===== src/rtl/alu_sequencer.sv =====
// alu_sequencer: command-side master for the 8-bit registered ALU.
// Accepts one op per handshake, drives the ALU for a single ISSUE cycle,
// captures the result one clock later and returns it on a valid/ready port.
// Illegal opcodes are answered locally with rsp_err and never reach the ALU.
module alu_sequencer #(
  parameter int          DATA_W = 8,
  parameter int          CNT_W  = 16,
  parameter logic [7:0]  NOP_OP = 8'h00
) (
  input  logic              clk,
  input  logic              rst_n,
  input  logic              cmd_valid,
  output logic              cmd_ready,
  input  logic [7:0]        cmd_op,
  input  logic [DATA_W-1:0] cmd_a,
  input  logic [DATA_W-1:0] cmd_b,
  output logic [7:0]        alu_op,
  output logic [DATA_W-1:0] alu_in1,
  output logic [DATA_W-1:0] alu_in2,
  input  logic [DATA_W-1:0] alu_result,
  output logic              rsp_valid,
  input  logic              rsp_ready,
  output logic [DATA_W-1:0] rsp_data,
  output logic              rsp_err,
  output logic [CNT_W-1:0]  done_count,
  output logic [7:0]        err_count
);

  typedef enum logic [1:0] {S_IDLE, S_ISSUE, S_CAPTURE, S_RESP} state_t;

  state_t              r_state,     w_state_nxt;
  logic                r_cmd_ready, w_cmd_ready_nxt;
  logic [7:0]          r_alu_op,    w_alu_op_nxt;
  logic [DATA_W-1:0]   r_alu_in1,   w_alu_in1_nxt;
  logic [DATA_W-1:0]   r_alu_in2,   w_alu_in2_nxt;
  logic                r_rsp_valid, w_rsp_valid_nxt;
  logic [DATA_W-1:0]   r_rsp_data,  w_rsp_data_nxt;
  logic                r_rsp_err,   w_rsp_err_nxt;
  logic [CNT_W-1:0]    r_done_cnt,  w_done_cnt_nxt;
  logic [7:0]          r_err_cnt,   w_err_cnt_nxt;
  logic                w_legal;

  // Opcode legality decode; NOP_OP is deliberately not in the list.
  always_comb begin
    w_legal = 1'b0;
    case (cmd_op)
      8'h01, 8'h02, 8'h0E, 8'h0F, 8'h10, 8'h11, 8'h13, 8'h14: w_legal = 1'b1;
      default:                                                w_legal = 1'b0;
    endcase
  end

  // Next-state and next-output computation; every register holds by default.
  always_comb begin
    w_state_nxt     = r_state;
    w_alu_op_nxt    = r_alu_op;
    w_alu_in1_nxt   = r_alu_in1;
    w_alu_in2_nxt   = r_alu_in2;
    w_rsp_valid_nxt = r_rsp_valid;
    w_rsp_data_nxt  = r_rsp_data;
    w_rsp_err_nxt   = r_rsp_err;
    w_done_cnt_nxt  = r_done_cnt;
    w_err_cnt_nxt   = r_err_cnt;
    case (r_state)
      S_IDLE: begin
        if (cmd_valid) begin
          if (w_legal) begin
            w_alu_op_nxt  = cmd_op;
            w_alu_in1_nxt = cmd_a;
            w_alu_in2_nxt = cmd_b;
            w_state_nxt   = S_ISSUE;
          end else begin
            // answered on the accepting edge; ALU inputs untouched
            w_rsp_valid_nxt = 1'b1;
            w_rsp_err_nxt   = 1'b1;
            w_rsp_data_nxt  = '0;
            w_state_nxt     = S_RESP;
          end
        end
      end
      S_ISSUE: begin
        // ALU samples the op on this edge; park it on NOP so it holds the result
        w_alu_op_nxt = NOP_OP;
        w_state_nxt  = S_CAPTURE;
      end
      S_CAPTURE: begin
        w_rsp_data_nxt  = alu_result;
        w_rsp_err_nxt   = 1'b0;
        w_rsp_valid_nxt = 1'b1;
        w_state_nxt     = S_RESP;
      end
      S_RESP: begin
        if (rsp_ready) begin
          w_rsp_valid_nxt = 1'b0;
          if (r_rsp_err) begin
            if (r_err_cnt != 8'hFF) w_err_cnt_nxt = r_err_cnt + 8'd1;
          end else begin
            w_done_cnt_nxt = r_done_cnt + {{(CNT_W-1){1'b0}}, 1'b1};
          end
          w_state_nxt = S_IDLE;
        end
      end
      default: w_state_nxt = S_IDLE;
    endcase
    // registered ready: high exactly while the FSM sits in IDLE
    w_cmd_ready_nxt = (w_state_nxt == S_IDLE);
  end

  // State and output registers; reset drops any in-flight op.
  always_ff @(posedge clk or negedge rst_n) begin
    if (!rst_n) begin
      r_state     <= S_IDLE;
      r_cmd_ready <= 1'b0;
      r_alu_op    <= NOP_OP;
      r_alu_in1   <= '0;
      r_alu_in2   <= '0;
      r_rsp_valid <= 1'b0;
      r_rsp_data  <= '0;
      r_rsp_err   <= 1'b0;
      r_done_cnt  <= '0;
      r_err_cnt   <= '0;
    end else begin
      r_state     <= w_state_nxt;
      r_cmd_ready <= w_cmd_ready_nxt;
      r_alu_op    <= w_alu_op_nxt;
      r_alu_in1   <= w_alu_in1_nxt;
      r_alu_in2   <= w_alu_in2_nxt;
      r_rsp_valid <= w_rsp_valid_nxt;
      r_rsp_data  <= w_rsp_data_nxt;
      r_rsp_err   <= w_rsp_err_nxt;
      r_done_cnt  <= w_done_cnt_nxt;
      r_err_cnt   <= w_err_cnt_nxt;
    end
  end

  assign cmd_ready  = r_cmd_ready;
  assign alu_op     = r_alu_op;
  assign alu_in1    = r_alu_in1;
  assign alu_in2    = r_alu_in2;
  assign rsp_valid  = r_rsp_valid;
  assign rsp_data   = r_rsp_data;
  assign rsp_err    = r_rsp_err;
  assign done_count = r_done_cnt;
  assign err_count  = r_err_cnt;

endmodule


===== config.mk =====
export PLATFORM = sky130hd
export DESIGN_NAME = alu_sequencer
export DESIGN_NICKNAME = d
export VERILOG_FILES = /design/src/rtl/alu_sequencer.sv
export SDC_FILE = /design/constraint.sdc
export NUM_CORES = 1
export LEC_CHECK = 0
export ABC_CLOCK_PERIOD_IN_PS = 2460
export BUFFER_PORTS_ARGS = -buffer_cell sky130_fd_sc_hd__buf_2
export CORE_AREA = 2 2 75 77
export CTS_CLUSTER_DIAMETER = 100
export DETAILED_ROUTE_END_ITERATION = 6
export DIE_AREA = 0 0 77 79
export GPL_ROUTABILITY_DRIVEN = 0
export PLACE_DENSITY = 0.8
export SLEW_MARGIN = 30
export SYNTH_ARGS = -nofsm -noshare
export SYNTH_HDL_FRONTEND = slang
export SYNTH_SLANG_ARGS = --single-unit
export TNS_END_PERCENT = 50

===== constraint.sdc =====
create_clock -name clk -period 2.46 [get_ports clk]
set_clock_uncertainty 0.05 [all_clocks]
set_input_delay 0.246 -clock clk [delete_from_list [all_inputs] [get_ports clk]]
set_output_delay 0.246 -clock clk [all_outputs]
set_load 0.01 [all_outputs]

# Yosys cells after proc, flatten, opt, wreduce, memory -nomap -nowiden
# Memories as Yosys holds them, arrays and structs flattened.
# Index checks and enable logic that the tools add are counted.
dict set report word_totals {
  romBits 32
  mem_count 1
  output_inout_bits 59
  register_bits 61
  elab_cells 50
}
# name words width read_ports rd_ports_with_merged_regs write_ports line_no
set memory_table {}
lappend memory_table {{(name not given)} 32 1 1 0 0 46} ;# case (cmd_op)
dict set report classes {
  add_sub_neg 2
  n_bitwise 1
  n_reduce_logical 12
  muxes 16
  n_eq_ne 8
}
# op n
set ops {}
lappend ops {{two-way mux 8 bit} 4}
lappend ops {{one-hot mux 8 bit (2 select lines)} 2}
lappend ops {{adder 16 x 1 -> 16 bit (second input constant)} 1}
lappend ops {{AND reduction 3 bit} 4}
lappend ops {{adder 8 x 1 -> 8 bit (second input constant)} 1}
lappend ops {{!= test 2 bit (second input constant)} 4}
lappend ops {{!= test 8 bit (second input constant)} 1}
lappend ops {{one-hot mux 2 bit (4 select lines)} 1}
lappend ops {{AND reduction 4 bit} 2}
lappend ops {{two-way mux 2 bit} 3}
lappend ops {{== test 2 bit (second input constant)} 2}
lappend ops {{zero test 2 bit} 2}
lappend ops {{two-way mux 1 bit} 4}
lappend ops {{nonzero test 2 bit} 2}
lappend ops {{zero test 3 bit} 1}
lappend ops {{one-hot mux 1 bit (3 select lines)} 1}
lappend ops {{nonzero test 3 bit} 1}
lappend ops {{== test 2 x 1 -> 1 bit (second input constant)} 1}
lappend ops {{one-hot mux 1 bit (2 select lines)} 1}
lappend ops {{NOT 1 bit} 1}

# Depth between registers and ports, before layout
# Gate-level depths: netlist (run 1).
dict set report depth {
  word_depth 6
  mapped_depth 6
  mapped_depth_nobuf 5
}

# Worst setup path before layout (run 1)
# No wires, ideal clock.
dict set report synth_path {
  path_type {input port to flip-flop}
  startpoint {input cmd_op[0]}
  endpoint {register r_alu_in2[3], in the netlist alu_in2[3]}
  path_stages 5
  arrival_ns 1.472
  required_ns 2.285
  setup_slack_ns 0.813
  setup_time_ns 0.125
  path_cell_list {xnor2_1 > o311a_4 > nor3_4 > buf_6 > mux2_2}
}
dict set report synth_via {
  elab_chain_len 3
}
# item line_no
set synth_rtl {}
lappend synth_rtl {{from (decl)} 14} ;# input logic [7:0] cmd_op,
lappend synth_rtl {{memory read (32 x 1 bit)} --}
lappend synth_rtl {{two-way mux 1 bit} 46}
lappend synth_rtl {{AND reduction 3 bit (no source line)} --}
lappend synth_rtl {{to (signal assigned)} 126} ;# r_alu_in2 <= w_alu_in2_nxt;
lappend synth_rtl {{to (decl)} 35} ;# logic [DATA_W-1:0] r_alu_in2, w_alu_in2_nxt;
# Every way passes these cells.
# A chain may end at the register's enable or synchronous reset.

# Worst setup path in the final report (run 1)
dict set report layout_path {
  startpoint {register r_state[1]}
  endpoint {register r_done_cnt[12], in the netlist done_count[12]}
}
dict set report layout_via {
  elab_chain_len 2
}
# item line_no
set layout_rtl {}
lappend layout_rtl {{from (decl)} 31} ;# state_t r_state, w_state_nxt;
lappend layout_rtl {{from (signal assigned)} 122} ;# r_state <= w_state_nxt;
lappend layout_rtl {{== test 2 bit} 63} ;# case (r_state)
lappend layout_rtl {{AND reduction 3 bit (no source line)} --}
lappend layout_rtl {{to (signal assigned)} 130} ;# r_done_cnt <= w_done_cnt_nxt;
lappend layout_rtl {{to (decl)} 39} ;# logic [CNT_W-1:0] r_done_cnt, w_done_cnt_nxt;
# Every way passes these cells.

==> results of run 1 <==
cell usage in the layout (no fill, tap or decap), types with 2 or more instances in the layout:
master     n
a22oi_1    8
and3b_2    3
and4_1     2
buf_2     94
buf_4      2
clkbuf_8  12
clkinv_2   3
dfrtp_1   61
ha_1       2
inv_1      8
mux2_2    17
mux2i_1    5
nand2_1   26
nand3_1   10
nand4_1    6
nor2_1    10
nor3_1     7
o21ai_0    8
xnor2_1   12
xor2_1    11
worst min path at each step:
stage,from,to,slack [ps],cells past startpoint
2_1_floorplan,rst_n,alu_in1[0],-100,0
3_3_place_gp,rst_n,err_count[6],270,1
3_5_place_dp,rst_n,err_count[6],270,1
4_1_cts,cmd_valid,cmd_ready,80,2
5_1_grt,cmd_valid,cmd_ready,90,2
6_report,cmd_valid,cmd_ready,100,2
sequential cells by signal, summed over array words and instances (netlist names):
name / flops
alu_in2: 8
rsp_err: 1
rsp_valid: 1
err_count: 8
r_state: 2
rsp_data: 8
done_count: 16
cmd_ready: 1
alu_op: 8
alu_in1: 8
logic make-up (layout without fill, tap and decap cells):
family / Yosys count / count (layout) / share of synthesized area
mux: 22 / 22 / 0.0924
simple gates: 70 / 70 / 0.137
buf+inv: 15 / 122 / 0.0283
compound gates: 26 / 26 / 0.0718
flops: 61 / 61 / 0.584
fa+ha+maj: 2 / 2 / 0.00958
xor+xnor: 23 / 23 / 0.0771
power by group through the flow:
stage	combinational (mW)	clock [mW]	sequential (mW)
after global placement	0.805	0	1.41
final	0.817	0.902	1.40
after detailed placement	0.834	0	1.41
after CTS	0.829	0.934	1.40
after global routing	0.915	0.981	1.44
after floorplan	0.422	0	1.47
metrics by stage:
stage / setup WS [ps] / std cells
after floorplan: 813 / 219
after global placement: 638 / 381
after detailed placement: 581 / 381
after CTS: 705 / 398
after global routing: 506 / 398
final: 708 / 398
layer usage:
metal | wire [um] | track usage
met5 | 0 | 0
met4 | 85 | 0.104
met3 | 316 | 0.0443
met2 | 2460 | 0.299
met1 | 2380 | 0.232
layout make-up:
cell class / count / area share
multi-input combinational: 143 / 0.299
timing repair buffer: 98 / 0.152
tap: 72 / 0.0266
sequential: 61 / 0.451
clock buffer: 12 / 0.0488
clock inverter: 4 / 0.0133
inverter: 8 / 0.00887
timing repair:
action	4_1_cts	5_1_grt
endpoints found under the hold margin	28	0
setup buffers	0	0
gates resized for setup	0	0
hold buffers	1	0
==> results.sh, run 1 <==
export IMPL_cts_inserted_buffers=9
export IMPL_rr_endpoint="done_count[12]"
export IMPL_path_class="flip-flop to flip-flop"
export IMPL_p_sw_uw=990
export IMPL_post_route_drc_count=0
export IMPL_synth_area_top_cells="dfrtp_1, mux2_2, xnor2_1, nand2_1, xor2_1"
export IMPL_slowest_delay_ps=490
export IMPL_critPathLaunch="r_state[1]"
export IMPL_maxCapViolations=0
export IMPL_share_comb_of_total_power=0.262
export IMPL_drtPass1Iterations=4
export IMPL_crit_fanout=9
export IMPL_num_rows=27
export IMPL_clk_pin_slew_ps=70
export IMPL_seqPwrFrac=0.449
export IMPL_nNetsFinal=359
export IMPL_finalInstanceArea_sq_um=3380
export IMPL_hold_ws_ps=102
export IMPL_n_fill_cell=446
export IMPL_placed_cell_area_sq_um=3160
export IMPL_p_int_mw=2.13
export IMPL_path_delay_family="simple AND/OR/NAND/NOR gates"
export IMPL_port_buffers=94
export IMPL_r2r_cells=4
export IMPL_crit_cells=4
export IMPL_critPathBufInv=0
export IMPL_synth_top_area_share=0.584
export IMPL_setup_viol=0
export IMPL_reg2reg_slack_ps=710
export IMPL_drtAntennaViolNets=0
export IMPL_finish_utilization=0.634
export IMPL_wl_per_cell_um=13.2
export IMPL_worst_endpoint_arrival_ps=1940
export IMPL_synth_async_reset_ratio=1.00
export IMPL_die_w_um=77
export IMPL_wl_um=5240
export IMPL_ios=95
export IMPL_clkPwrFrac=0.289
export IMPL_clock_root_buffer="clkbuf_8"
export IMPL_seq_area_frac_synth=0.584
export IMPL_crit_path_top_delay_cell="dfrtp_1"
export IMPL_hold_viol=0
export IMPL_synth_cell_types=35
export IMPL_synth_seq_cells=61
export IMPL_regArea_sq_um=1530
export IMPL_grt_pass1_vias=2040
export IMPL_gr_total_overflow=0
export IMPL_synth_most_common_cell="dfrtp_1"
export IMPL_h_tree_depth=3
export IMPL_status="completed"
export IMPL_crit_chain="nand4b_1 -> or2_2 -> nor3_1 -> xor2_1"
export IMPL_hold_class="input port to flip-flop"
export IMPL_start_util=0.489
export IMPL_synth_fp_nets=257
export IMPL_drive_gt1_frac=0.417
export IMPL_mappedNetlistArea_sq_um=2610
export IMPL_synth_enable_flop_cells=0
export IMPL_clk_latency_ps=310
export IMPL_end_kind="flip-flop"
export IMPL_synth_area_per_cell_sq_um=11.9
export IMPL_power_mw=3.12
export IMPL_grt_start_max_net_pins=34
export IMPL_grt_pass1_wl_um=8910
export IMPL_reg2reg_from="r_state[1]"
export IMPL_tritoncts="built"
export IMPL_num_vias=2008
export IMPL_synth_warnings=0
export IMPL_setup_worst_path_end="done_count[12]"
export IMPL_synthCells=219
export IMPL_syn2layout_area_growth_pct=29.5
export IMPL_worst_pin_slew_ps=670
export IMPL_grt_use_total=0.186
export IMPL_min_period_over_period=0.712
export IMPL_antennaDiodeCount=0
export IMPL_final_setup_tns_ps=0
export IMPL_power_density_nw_per_um2=922
export IMPL_synthTopCellsByCount="dfrtp_1, nand2_1, mux2_2"
export IMPL_rsz0062_at_grt="no"
export IMPL_max_freq_mhz=571
export IMPL_p_leak_nw=1.81
export IMPL_synthFlopType="dfrtp_1"
export IMPL_vias_per_cell=5.05
export IMPL_fin_crit_ps=1750
export IMPL_multi_input_area_sq_um=1010
export IMPL_place_hpwl_um=3820
export IMPL_cp_required_ps=2650
export IMPL_die_area_sq_um=6080
export IMPL_start_kind="flip-flop"
export IMPL_drtIter0Drc=78
export IMPL_antenna_found_initial=0
export IMPL_clkSinkCount=61
export IMPL_slew_viol_final=0
export IMPL_dieHeight_um=79
export IMPL_yosysTopAreaCell="dfrtp_1"
export IMPL_peakVddDrop_uv=544
export IMPL_swShare=0.317
export IMPL_core_area_sq_um=5340
export IMPL_clockBufferDepth=2
export IMPL_maxSlewHeadroom=0.553
No activity file was read; power rests on OpenSTA's default activity.
==> run 2: changes to the inputs <==
ABC_AREA = 1   (was default)
ABC_CLOCK_PERIOD_IN_PS = 1680   (was 2460)
CORE_AREA = 2 2 79 81   (was 2 2 75 77)
DIE_AREA = 0 0 81 83   (was 0 0 77 79)
PLACE_DENSITY = 0.77   (was 0.8)
clock period = 1.68 ns   (was 2.46 ns; I/O delays follow)
==> results.sh, run 2 <==
export IMPL_status="completed"
export IMPL_tritoncts="built"
export IMPL_largest_reg_flops=16
export IMPL_drtPass1Iterations=4
export IMPL_path_class="flip-flop to flip-flop"
export IMPL_layout_commonest_cell="nand2_1"
export IMPL_drive_gt1_frac=0.291
export IMPL_synthCells=338
export IMPL_post_route_drc_count=0
export IMPL_fin_crit_ps=1530
export IMPL_drtIter0Drc=139
export IMPL_start_kind="flip-flop"
export IMPL_crit_chain="ha_1 -> nand2_1 -> nor3_2 -> nand3_1 -> nand2_4 -> nor2_2 -> xor2_1"
export IMPL_dieHeight_um=83
export IMPL_wl_um=6540
export IMPL_yosysTopAreaCell="dfrtp_1"
export IMPL_antenna_found_initial=0
export IMPL_end_kind="flip-flop"
export IMPL_hold_viol=0
export IMPL_clockBufferDepth=2
export IMPL_place_hpwl_um=4480
export IMPL_grt_pass1_wl_um=11200
export IMPL_antennaDiodeCount=0
export IMPL_synth_fp_nets=376
export IMPL_r2r_cells=7
export IMPL_synthTopCellsByCount="nand2_1, dfrtp_1, nand3_1"
export IMPL_vias_per_cell=4.81
export IMPL_min_period_over_period=0.911
export IMPL_reg2reg_slack_ps=150
export IMPL_worst_pin_slew_ps=575
export IMPL_min_delay_start="cmd_a[3]"
export IMPL_grt_use_total=0.213
export IMPL_synth_warnings=0
export IMPL_path_delay_family="simple AND/OR/NAND/NOR gates"
export IMPL_crit_path_top_delay_cell="dfrtp_1"
export IMPL_ios=95
export IMPL_start_util=0.488
export IMPL_maxSlewHeadroom=0.615
export IMPL_setup_slack_ps=150
export IMPL_maxCapViolations=0
export IMPL_num_vias=2590
export IMPL_clk_pin_slew_ps=70
export IMPL_rsz0062_at_grt="no"
export IMPL_worst_endpoint_arrival_ps=1700
export IMPL_synthFlopType="dfrtp_1"
export IMPL_synth_seq_cells=61
export IMPL_clk_latency_ps=340
export IMPL_drtAntennaViolNets=0
export IMPL_clock_root_buffer="clkbuf_8"
export IMPL_p_leak_nw=2.17
export IMPL_max_freq_mhz=654
export IMPL_synth_top_area_share=0.538
export IMPL_critPathBufInv=0
export IMPL_synth_async_reset_ratio=1.00
export IMPL_hold_class="input port to flip-flop"
export IMPL_wl_per_cell_um=12.1
export IMPL_crit_fanout=9
export IMPL_final_cell_mix="nand2_1, buf_2, dfrtp_1, nand3_1, inv_1"
export IMPL_grt_pass1_vias=2601
export IMPL_synth_area_per_cell_sq_um=8.39
export IMPL_peakVddDrop_uv=749
export IMPL_rr_endpoint="err_count[3]"
export IMPL_grt_start_max_net_pins=62
export IMPL_h_tree_depth=3
export IMPL_slew_viol_final=0
export IMPL_mappedNetlistArea_sq_um=2840
export IMPL_n_fill_cell=503
export IMPL_hold_ws_ps=10.6
export IMPL_reg2reg_from="err_count[1]"
export IMPL_synth_cell_types=27
export IMPL_synth_enable_flop_cells=0
export IMPL_port_buffers=94
export IMPL_die_w_um=81
export IMPL_cts_setup_buffers=0
export IMPL_seq_area_frac_synth=0.538
export IMPL_instances_no_fill=539
export IMPL_synth_area_top_cells="dfrtp_1, nand2_1, nand3_1, inv_1, nor2_1"
export IMPL_power_density_nw_per_um2=1320
export IMPL_clkSinkCount=61
export IMPL_core_area_sq_um=5820
export IMPL_num_rows=28
export IMPL_nNetsFinal=497
export IMPL_dp_slack_ps=105
export IMPL_cp_required_ps=1850
export IMPL_dpl_cell_count=505
export IMPL_final_setup_tns_ps=0
export IMPL_hold_depth=3
export IMPL_synth_most_common_cell="nand2_1"
export IMPL_cts_inserted_buffers=9
export IMPL_holdPathEnd="alu_in1[3]"
export IMPL_gr_total_overflow=0
export IMPL_syn2layout_area_growth_pct=34.8
export IMPL_die_area_sq_um=6720
export IMPL_setup_viol=0
export IMPL_slowest_delay_ps=400
run 2: cell types whose count changed in the layout (fill, tap and decap cells not counted), sizes merged, moves of 3 or more:
| cell | change |
|---|---|
| mux2 | -17 |
| o21ai | -4 |
| dlygate4sd3 | +17 |
| and3b | -3 |
| nand2 | +103 |
| a22oi | -8 |
| xnor2 | -6 |
| nor2 | +16 |
| inv | +25 |
| mux2i | -5 |
| nand3 | +32 |
run 2: worst register-to-register path, stage by stage, from the launching register on:
cell	delay [ps]
dfrtp_1	400
ha_1	220
nand2_1	70
nor3_2	170
nand3_1	160
nand2_4	150
nor2_2	60
xor2_1	140
run 2: stage by stage:
step / cell area, sq um / power, mW / utilization
floorplan: 2840 / 2.96 / -
global placement: 3410 / 3.52 / 0.586
detailed placement: 3410 / 3.57 / 0.586
CTS: 3810 / 5.08 / 0.656
global route: 3820 / 5.42 / 0.657
finish: 3820 / 5.06 / 0.657
run 2: cells by family after synthesis:
family,share of synthesized area
AO/OA/AOI/OAI,0.0137
XOR/XNOR,0.0494
adder cells (fa/ha/maj),0.00882
buffers and inverters,0.0552
flip-flops,0.538
AND/OR/NAND/NOR,0.335
run 2: layout make-up:
cell class / instances / area [sq um] / area share
clock buffer: 10 / 138 / 0.0360
clock inverter: 6 / 86.3 / 0.0226
inverter: 33 / 124 / 0.0324
multi-input combinational: 238 / 1160 / 0.304
sequential: 61 / 1530 / 0.399
tap: 75 / 93.8 / 0.0246
timing repair buffer: 116 / 693 / 0.181
run 2: routing by layer:
metal | part of all wire | GRT usage
met4 | 0.017 | 0.0940
met1 | 0.43 | 0.259
met5 | 0 | 0
met2 | 0.50 | 0.356
met3 | 0.054 | 0.0478
run 2: worst max path at each step:
| stage | from | to | slack, ps | cells past startpoint |
|---|---|---|---|---|
| after floorplan | err_count[1] | err_count[2] | 240 | 7 |
| after global placement | err_count[1] | err_count[3] | 190 | 7 |
| after detailed placement | err_count[1] | err_count[3] | 110 | 7 |
| after CTS | err_count[1] | err_count[3] | 100 | 7 |
| after global routing | err_count[1] | err_count[3] | 30 | 7 |
| final | err_count[1] | err_count[3] | 150 | 7 |
run 2: timing repair:
| action | in CTS | in global routing |
|---|---|---|
| endpoints found under the setup margin | 0 | 4 |
| gates resized for setup | 0 | 2 |
| hold endpoints to repair | 78 | 0 |
| hold buffers | 18 | 0 |
run 2: power by group:
group | internal [mW] | switching, mW | leakage, nW
clock | 0.872 | 0.590 | 0.112
combinational | 0.572 | 0.895 | 1.25
sequential | 1.83 | 0.296 | 0.813
total | 3.27 | 1.78 | 2.17
==> run 3: changes to the inputs <==
ABC_CLOCK_PERIOD_IN_PS = 1500   (was 1680)
CORE_AREA = 2 2 83 85   (was 2 2 79 81)
DIE_AREA = 0 0 85 87   (was 0 0 81 83)
PLACE_DENSITY = 0.71   (was 0.77)
clock period = 1.5 ns   (was 1.68 ns; I/O delays follow)
==> results.sh, run 3 (synthesis results as in run 2) <==
export IMPL_ios=95
export IMPL_cts_inserted_buffers=9
export IMPL_final_setup_tns_ps=0
export IMPL_p_int_mw=3.65
export IMPL_place_hpwl_um=4600
export IMPL_wl_um=6790
export IMPL_slew_viol_final=0
export IMPL_drtPass1Iterations=4
export IMPL_hold_class="input port to flip-flop"
export IMPL_start_util=0.432
export IMPL_clk_pin_slew_ps=70
export IMPL_dieHeight_um=87
export IMPL_antennaDiodeCount=0
export IMPL_drtAntennaViolNets=0
export IMPL_start_kind="flip-flop"
export IMPL_path_class="flip-flop to flip-flop"
export IMPL_min_delay_start="cmd_b[1]"
export IMPL_status="completed"
export IMPL_n_fill_cell=589
export IMPL_die_area_sq_um=7400
export IMPL_regArea_sq_um=1530
export IMPL_setup_viol=0
export IMPL_crit_chain="nand2_1 -> nor2_2 -> inv_1 -> nor3_4 -> nand2_1 -> nand2_1 -> nand2_1"
export IMPL_clk_latency_ps=330
export IMPL_grt_pass1_wl_um=11300
export IMPL_swShare=0.355
export IMPL_dp_slack_ps=-19.1
export IMPL_tritoncts="built"
export IMPL_num_rows=30
export IMPL_crit_path_top_delay_cell="dfrtp_1"
export IMPL_antenna_found_initial=0
export IMPL_port_buffers=94
export IMPL_reg2reg_from="done_count[4]"
export IMPL_crit_fanout=6
export IMPL_multi_input_area_sq_um=1200
export IMPL_power_density_nw_per_um2=1430
export IMPL_wl_per_cell_um=12.1
export IMPL_die_w_um=85
export IMPL_p_sw_mw=2.01
export IMPL_clock_root_buffer="clkbuf_8"
export IMPL_core_area_sq_um=6570
export IMPL_maxCapViolations=0
export IMPL_largest_reg_flops=16
export IMPL_worst_endpoint_arrival_ps=1580
export IMPL_clkPwrFrac=0.255
export IMPL_end_kind="flip-flop"
export IMPL_critPathLaunch="done_count[4]"
export IMPL_hold_ws_ps=7.54
export IMPL_drive_gt1_frac=0.315
export IMPL_clockBufferDepth=2
export IMPL_drtIter0Drc=99
export IMPL_final_cell_mix="nand2_1, buf_2, dfrtp_1, nand3_1, inv_1"
export IMPL_cp_required_ps=1680
export IMPL_fin_crit_ps=1400
export IMPL_num_vias=2651
export IMPL_slowest_delay_ps=450
export IMPL_p_leak_nw=2.24
export IMPL_grt_start_max_net_pins=62
export IMPL_nNetsFinal=512
export IMPL_grt_pass1_vias=2539
export IMPL_layout_commonest_cell="nand2_1"
export IMPL_peakVddDrop_uv=1000
export IMPL_clkSinkCount=61
export IMPL_post_route_drc_count=0
export IMPL_seqPwrFrac=0.414
export IMPL_worst_pin_slew_ps=324
export IMPL_h_tree_depth=3
export IMPL_power_mw=5.66
export IMPL_vias_per_cell=4.74
export IMPL_maxSlewHeadroom=0.784
export IMPL_cpMostUsedCell="nand2_1"
export IMPL_grt_use_total=0.190
export IMPL_hold_viol=0
export IMPL_setup_slack_ps=97.1
export IMPL_syn2layout_area_growth_pct=39.2
export IMPL_gr_total_overflow=0
export IMPL_max_freq_mhz=713
export IMPL_share_comb_of_total_power=0.330
export IMPL_min_period_over_period=0.935
-- run 3: changes by cell type in the layout (fill, tap and decap cells not counted), moves of 2 or more --
cell,before,now
nor2_2,2,4
buf_4,3,14
dlygate4sd3_1,18,21
clkbuf_1,0,2
nor2_1,23,20
-- run 3: worst paths after layout --
path | endpoint | depth (start not counted) | slack (ps)
worst min register to register | rsp_data[1] | 2 | 420
worst min-delay path | alu_in2[1] | 3 | 8
worst max-delay path | done_count[11] | 7 | 100
max in group asynchronous | alu_in2[7] | 3 | 820
worst max register to register | done_count[11] | 7 | 100
min in group asynchronous | err_count[2] | 3 | 300
-- run 3: per-layer routing --
layer	track usage	vias up	wire, um
li1	-	1333	-
met1	0.231	1238	3000
met2	0.323	69	3260
met3	0.0559	11	429
met4	0.0649	0	93
met5	0	-	0
-- run 3: final cells by class --
cell class | instances | share of cell area
multi-input cells | 239 | 0.303
clock buffers | 12 | 0.0368
well taps | 80 | 0.0254
repair buffers | 130 | 0.204
clock inverters | 4 | 0.0120
flip-flops and latches | 61 | 0.387
inverters | 33 | 0.0317
-- run 3: what timing repair did --
item                                    in CTS  in global routing
buffers inserted                             3                  1
resized for setup                            3                  8
pin swaps                                    4                  3
hold endpoints to repair                    81                  0
hold buffers                                21                  0
gates cloned                                 1                  0
endpoints found under the setup margin       5                 40
-- run 3: power by group through the flow --
stage / Clock, mW / Sequential, mW / Combinational, mW
final: 1.44 / 2.34 / 1.87
after global placement: 0 / 2.35 / 1.71
after global routing: 1.54 / 2.40 / 2.11
after floorplan: 0 / 2.54 / 0.776
after detailed placement: 0 / 2.36 / 1.76
after CTS: 1.48 / 2.35 / 1.85
-- run 3: stage by stage --
step / utilization / std cells / area [sq um]
after floorplan: - / 338 / 2840
after global placement: 0.528 / 517 / 3470
after detailed placement: 0.528 / 517 / 3470
after CTS: 0.596 / 558 / 3910
after global routing: 0.601 / 559 / 3950
final: 0.601 / 559 / 3950
-- run 3: critical path: cells and delay by family, from the launching register on --
family | cells | cell delay (ps)
flops | 1 | 450
buf+inv | 1 | 110
simple gates | 6 | 690
